--- src/rtl/hdmi_video_timing_ctrl.sv ---
// Raster timing sequencer for the HDMI/DVI transmit path: counters, sync/DE decode,
// blue-channel control pair and an 8-bar colour test pattern, all outputs registered.
module hdmi_video_timing_ctrl #(
    parameter int unsigned H_ACTIVE = 640,
    parameter int unsigned H_FP     = 16,
    parameter int unsigned H_SYNC   = 96,
    parameter int unsigned H_BP     = 48,
    parameter int unsigned V_ACTIVE = 480,
    parameter int unsigned V_FP     = 10,
    parameter int unsigned V_SYNC   = 2,
    parameter int unsigned V_BP     = 33,
    parameter int unsigned SYNC_POL = 0
) (
    input  logic        i_clk,
    input  logic        i_rst_n,
    input  logic        i_enable,
    output logic        o_hs,
    output logic        o_vs,
    output logic        o_de,
    output logic [1:0]  o_control,
    output logic [11:0] o_x,
    output logic [11:0] o_y,
    output logic        o_sof,
    output logic [7:0]  o_red,
    output logic [7:0]  o_green,
    output logic [7:0]  o_blue,
    output logic [15:0] o_frame,
    output logic        o_busy
);

    localparam int unsigned HTotal = H_ACTIVE + H_FP + H_SYNC + H_BP;
    localparam int unsigned VTotal = V_ACTIVE + V_FP + V_SYNC + V_BP;
    localparam int unsigned BarW   = (H_ACTIVE / 8 == 0) ? 1 : H_ACTIVE / 8;

    localparam logic [11:0] HLast   = 12'(HTotal - 1);
    localparam logic [11:0] VLast   = 12'(VTotal - 1);
    localparam logic [11:0] HAct    = 12'(H_ACTIVE);
    localparam logic [11:0] VAct    = 12'(V_ACTIVE);
    localparam logic [11:0] HsStart = 12'(H_ACTIVE + H_FP);
    localparam logic [11:0] VsStart = 12'(V_ACTIVE + V_FP);
    // Sync end bounds may reach 4096, so they are compared at 13 bits.
    localparam logic [12:0] HsEnd   = 13'(H_ACTIVE + H_FP + H_SYNC);
    localparam logic [12:0] VsEnd   = 13'(V_ACTIVE + V_FP + V_SYNC);
    localparam logic [11:0] BarW12  = 12'(BarW);
    localparam logic        SyncOn  = (SYNC_POL != 0);
    localparam logic        SyncOff = !SyncOn;

    localparam logic [1:0] StIdle  = 2'd0;
    localparam logic [1:0] StRun   = 2'd1;
    localparam logic [1:0] StDrain = 2'd2;

    logic [1:0]  state_q, state_d;
    logic [11:0] h_q, h_d, v_q, v_d;
    logic [15:0] frame_q, frame_d;
    logic        en_q;

    logic        hs_q, vs_q, de_q, sof_q, busy_q;
    logic [11:0] x_q, y_q;
    logic [23:0] rgb_q;

    logic        active, frame_end;
    logic        de_d, hs_d, vs_d, sof_d;
    logic [11:0] bar_idx;
    logic [2:0]  bar;
    logic [23:0] rgb_d;

    assign frame_end = (h_q == HLast) && (v_q == VLast);

    always_comb begin
        state_d = state_q;
        h_d     = h_q;
        v_d     = v_q;
        frame_d = frame_q;
        case (state_q)
            StIdle: begin
                h_d = '0;
                v_d = '0;
                if (en_q) state_d = StRun;
            end
            StRun, StDrain: begin
                if (h_q == HLast) begin
                    h_d = '0;
                    v_d = (v_q == VLast) ? 12'd0 : v_q + 12'd1;
                end else begin
                    h_d = h_q + 12'd1;
                end
                // A frame is never truncated: disable only takes effect at its end.
                if (frame_end) begin
                    frame_d = frame_q + 16'd1;
                    state_d = en_q ? StRun : StIdle;
                end else begin
                    state_d = en_q ? StRun : StDrain;
                end
            end
            default: state_d = StIdle;
        endcase
    end

    always_comb begin
        active  = (state_q != StIdle);
        de_d    = active && (h_q < HAct) && (v_q < VAct);
        hs_d    = (active && (h_q >= HsStart) && ({1'b0, h_q} < HsEnd)) ? SyncOn : SyncOff;
        vs_d    = (active && (v_q >= VsStart) && ({1'b0, v_q} < VsEnd)) ? SyncOn : SyncOff;
        sof_d   = de_d && (h_q == 12'd0) && (v_q == 12'd0);
        bar_idx = h_q / BarW12;
        bar     = (bar_idx > 12'd7) ? 3'd7 : bar_idx[2:0];
        // Bar colours white..black follow from inverted index bits.
        rgb_d   = de_d ? {{8{~bar[1]}}, {8{~bar[2]}}, {8{~bar[0]}}} : 24'h0;
    end

    always_ff @(posedge i_clk or negedge i_rst_n) begin
        if (!i_rst_n) begin
            state_q <= StIdle;
            h_q     <= '0;
            v_q     <= '0;
            frame_q <= '0;
            en_q    <= 1'b0;
            hs_q    <= SyncOff;
            vs_q    <= SyncOff;
            de_q    <= 1'b0;
            sof_q   <= 1'b0;
            busy_q  <= 1'b0;
            x_q     <= '0;
            y_q     <= '0;
            rgb_q   <= '0;
        end else begin
            state_q <= state_d;
            h_q     <= h_d;
            v_q     <= v_d;
            frame_q <= frame_d;
            en_q    <= i_enable;
            hs_q    <= hs_d;
            vs_q    <= vs_d;
            de_q    <= de_d;
            sof_q   <= sof_d;
            busy_q  <= active;
            x_q     <= h_q;
            y_q     <= v_q;
            rgb_q   <= rgb_d;
        end
    end

    assign o_hs      = hs_q;
    assign o_vs      = vs_q;
    assign o_de      = de_q;
    assign o_control = {vs_q, hs_q};
    assign o_x       = x_q;
    assign o_y       = y_q;
    assign o_sof     = sof_q;
    assign o_red     = rgb_q[23:16];
    assign o_green   = rgb_q[15:8];
    assign o_blue    = rgb_q[7:0];
    assign o_frame   = frame_q;
    assign o_busy    = busy_q;

endmodule

--- config.mk ---
export PLATFORM = sky130hd
export DESIGN_NAME = hdmi_video_timing_ctrl
export DESIGN_NICKNAME = d
export VERILOG_FILES = /design/src/rtl/hdmi_video_timing_ctrl.sv
export SDC_FILE = /design/constraint.sdc
export NUM_CORES = 1
export LEC_CHECK = 0
export ABC_CLOCK_PERIOD_IN_PS = 2400
export CAP_MARGIN = 0
export CELL_PAD_IN_SITES_DETAIL_PLACEMENT = 1
export CELL_PAD_IN_SITES_GLOBAL_PLACEMENT = 2
export CORE_AREA = 8 8 119 121
export CTS_CLUSTER_SIZE = 20
export DETAILED_ROUTE_END_ITERATION = 10
export DIE_AREA = 0 0 127 129
export GPL_TIMING_DRIVEN = 0
export PLACE_DENSITY_LB_ADDON = 0.1
export SYNTH_ARGS = -nofsm -noshare
export SYNTH_HDL_FRONTEND = slang
export SYNTH_SLANG_ARGS = --single-unit
--- constraint.sdc ---
create_clock -name i_clk -period 2.4 [get_ports i_clk]
set_input_delay 0.6 -clock i_clk [delete_from_list [all_inputs] [get_ports i_clk]]
set_output_delay 0.6 -clock i_clk [all_outputs]
set_load 0.01 [all_outputs]
==> results_dict.tcl <==
set metrics [dict create \
    synth_top_family_by_area "simple AND/OR/NAND/NOR gates" \
    io_pins 74 \
    clockRootBuffer "clkbuf_16" \
    p_per_area_nw_per_um2 855 \
    rr_worst_depth 7 \
    final_max_slew_viol_count 0 \
    power_frac_comb 0.332 \
    reg2reg_slack_ps 120 \
    final_hold_viol_count 0 \
    clk_latency_ps 340 \
    grt_max_degree 49 \
    status "finished, final reports clean" \
    cts_sinks 75 \
    regToRegStartpoint "h_q[11]" \
    rsz0062_at_grt "false" \
    clockBufferDepth 2 \
    finalSetupViolations 0 \
    grt_usage 0.143 \
    yosys.area_share.simple 0.213 \
    wl_per_cell_um 17.6 \
    path_clk_slew_ps 60 \
    synth_top_area_share 0.464 \
    fmaxAchievable_mhz 439 \
    cts_tree "yes" \
    postLayoutCellArea_sq_um 5220 \
    postSynthAreaPerCell_sq_um 9.96 \
    start_util 0.320 \
    drtIter0Drc 117 \
    cp-start-kind "flop" \
    async_flop_share 1.00 \
    yosys-top-cells-area "dfrtp_1 (46%), buf_4 (4.6%), xnor2_1 (4.5%)" \
    overflow 0 \
    antenna_found_initial 0 \
    timing.rr.end "rgb_q[7]" \
    slew_headroom 0.560 \
    rows 41 \
    utilization 0.424 \
    antenna_left 0 \
    synth_compound_area_frac 0.128 \
    period_needed_ps 2280 \
    finClkSkew_ps 4.77 \
    num_vias 3234 \
    crit_arrival_ps 2510 \
    yosysWarningCount 0 \
    p_leak_nw 2.30 \
    drive_gt1_frac 0.165 \
    synthCells 395 \
    cts_made_buffers 9 \
    globalplace.congestion 0.811 \
    die_area_sq_um 16400 \
    ir_drop_uv 583 \
    yosysMostFrequentCell "dfrtp_1" \
    portBuffers 73 \
    cell_internal_pwr_mw 3.10 \
    nets 490 \
    dr.pass1.iters 4 \
    grt_pass1_vias 3471 \
    holdWs_ps 178 \
    worstSetupPathType "flop to flop" \
    wl_um 11200 \
    maxCapViolCount 0 \
    synthDistinctLibCells 67 \
    end_kind "flop" \
    synth_mux_area_frac 0.0105 \
    yosysSeqAreaShare 0.478 \
    synth_common_cells "dfrtp_1 (73), nand2_1 (34), o21ai_0 (29), nor2_1 (25), buf_4 (24)" \
    synth_flop_cell "dfrtp_1" \
    dpl_cell_area_sq_um 4880 \
    synth_seq_cells 75 \
    swShare 0.304 \
    antenna_cells 0 \
    crit_fanout 10 \
    cts_hold_buf 0 \
    area_growth_syn_to_layout_pct 32.6 \
    avgViaCountPerCell 5.09 \
    dp_slack_ps 81.5 \
    netSwitchingPower_mw 1.36 \
    tightestPinTransition_ps 658 \
    synth-edff-count 0 \
    post-route-period-util 0.948 \
    fillCellCount 1419 \
    seq_power_share 0.332 \
    synth-adder-area-share 0.0248 \
    synth_area_sq_um 3930 \
    die_h_um 129 \
    synthesis.nets 405 \
    htree_num_levels 3 \
    hp-class "input pin to asynchronous set/reset pin" \
    synth_xor_xnor_area_share 0.0576 \
    core-area_sq_um 12300 \
    grt_pass1_wl_um 18400 \
    regArea_sq_um 1880 \
    drc_errors 0 \
    pwr-share-clk 0.336 \
    setup_ws_ps 124 \
    die_w_um 127 \
    critPathRequiredTime_ps 2630 \
    multi_input_area_sq_um 1720 \
    dpl.hpwl_um 8080 \
    synth.largest_area_cell "dfrtp_1" \
]
-- cell type report --
| cell class | count | share of cell area |
|---|---|---|
| multi-input cells | 260 | 0.330 |
| inverters | 16 | 0.0115 |
| plain buffers | 44 | 0.0552 |
| well taps | 150 | 0.0360 |
| clock buffers | 9 | 0.0432 |
| repair buffers | 74 | 0.145 |
| flip-flops and latches | 75 | 0.361 |
| clock inverters | 7 | 0.0189 |
-- kinds of logic after synthesis --
logic type                 Yosys count
muxes                                4
DFF                                 75
xor gates and xnor gates            25
and+or+nand+nor                    147
AOI/OAI and AO/OA                   76
adders and majority gates            8
buffers and inverters               60
-- worst max-delay path by stage --
stage                     startpoint     endpoint
after floorplan               h_q[0]   o_frame[8]
after global placement       i_rst_n       o_x[3]
after detailed placement      h_q[7]     rgb_q[7]
after CTS                    h_q[11]  o_frame[15]
after global routing         h_q[11]     rgb_q[7]
final                        h_q[11]     rgb_q[7]
-- routing by layer --
layer | GRT usage | up-vias | share of wire
li1 | - | 1538 | -
met1 | 0.179 | 1605 | 0.45
met2 | 0.227 | 77 | 0.48
met3 | 0.0376 | 14 | 0.057
met4 | 0.0672 | 0 | 0.020
met5 | 0 | - | 0
-- timing repair --
item / 4_1_cts / 5_1_grt
setup endpoints to repair: 0 / 10
buffers inserted: 0 / 0
gates resized for setup: 0 / 4
-- worst max-delay path, cell delays in order, from the launching register on --
cell	delay, ps
dfrtp_1	500
buf_2	300
nor3b_1	590
a21oi_1	150
nand3_1	120
a221oi_2	70
mux2i_1	170
a311oi_2	270
-- power by group through the flow --
stage | combinational (mW) | clock [mW] | sequential (mW)
2_1_floorplan | 0.742 | 0 | 1.52
3_3_place_gp | 1.48 | 0 | 1.50
3_5_place_dp | 1.50 | 0 | 1.50
4_1_cts | 1.51 | 1.54 | 1.48
5_1_grt | 1.63 | 1.59 | 1.50
6_report | 1.48 | 1.50 | 1.48
-- sequential cells by signal, summed over array words and instances, names as in the netlist --
| signal | cells |
|---|---|
| state_q | 2 |
| o_frame | 16 |
| o_vs | 1 |
| o_x | 12 |
| h_q | 12 |
| o_hs | 1 |
| o_busy | 1 |
| o_de | 1 |
| en_q | 1 |
| o_sof | 1 |
| v_q | 12 |
| o_y | 12 |
| rgb_q | 3 |
-- stage by stage --
stage	power (mW)	TNS, ps	cells
2_1_floorplan	2.26	0	395
3_3_place_gp	2.97	-156000	618
3_5_place_dp	3.00	0	619
4_1_cts	4.53	0	635
5_1_grt	4.73	0	635
6_report	4.46	0	635
-- placed cells by master, fill, tap and decap left out, drive strengths merged, types with 14 or more instances in the layout --
cell           netlist  final
buf                 39     41
clkbuf               5     14
clkdlybuf4s50        0     72
dfrtp               73     73
inv                 16     18
nand2               34     34
nand3               22     22
nor2                25     25
o21ai               29     29
xnor2               21     21
(Power assumes the default switching activity.)
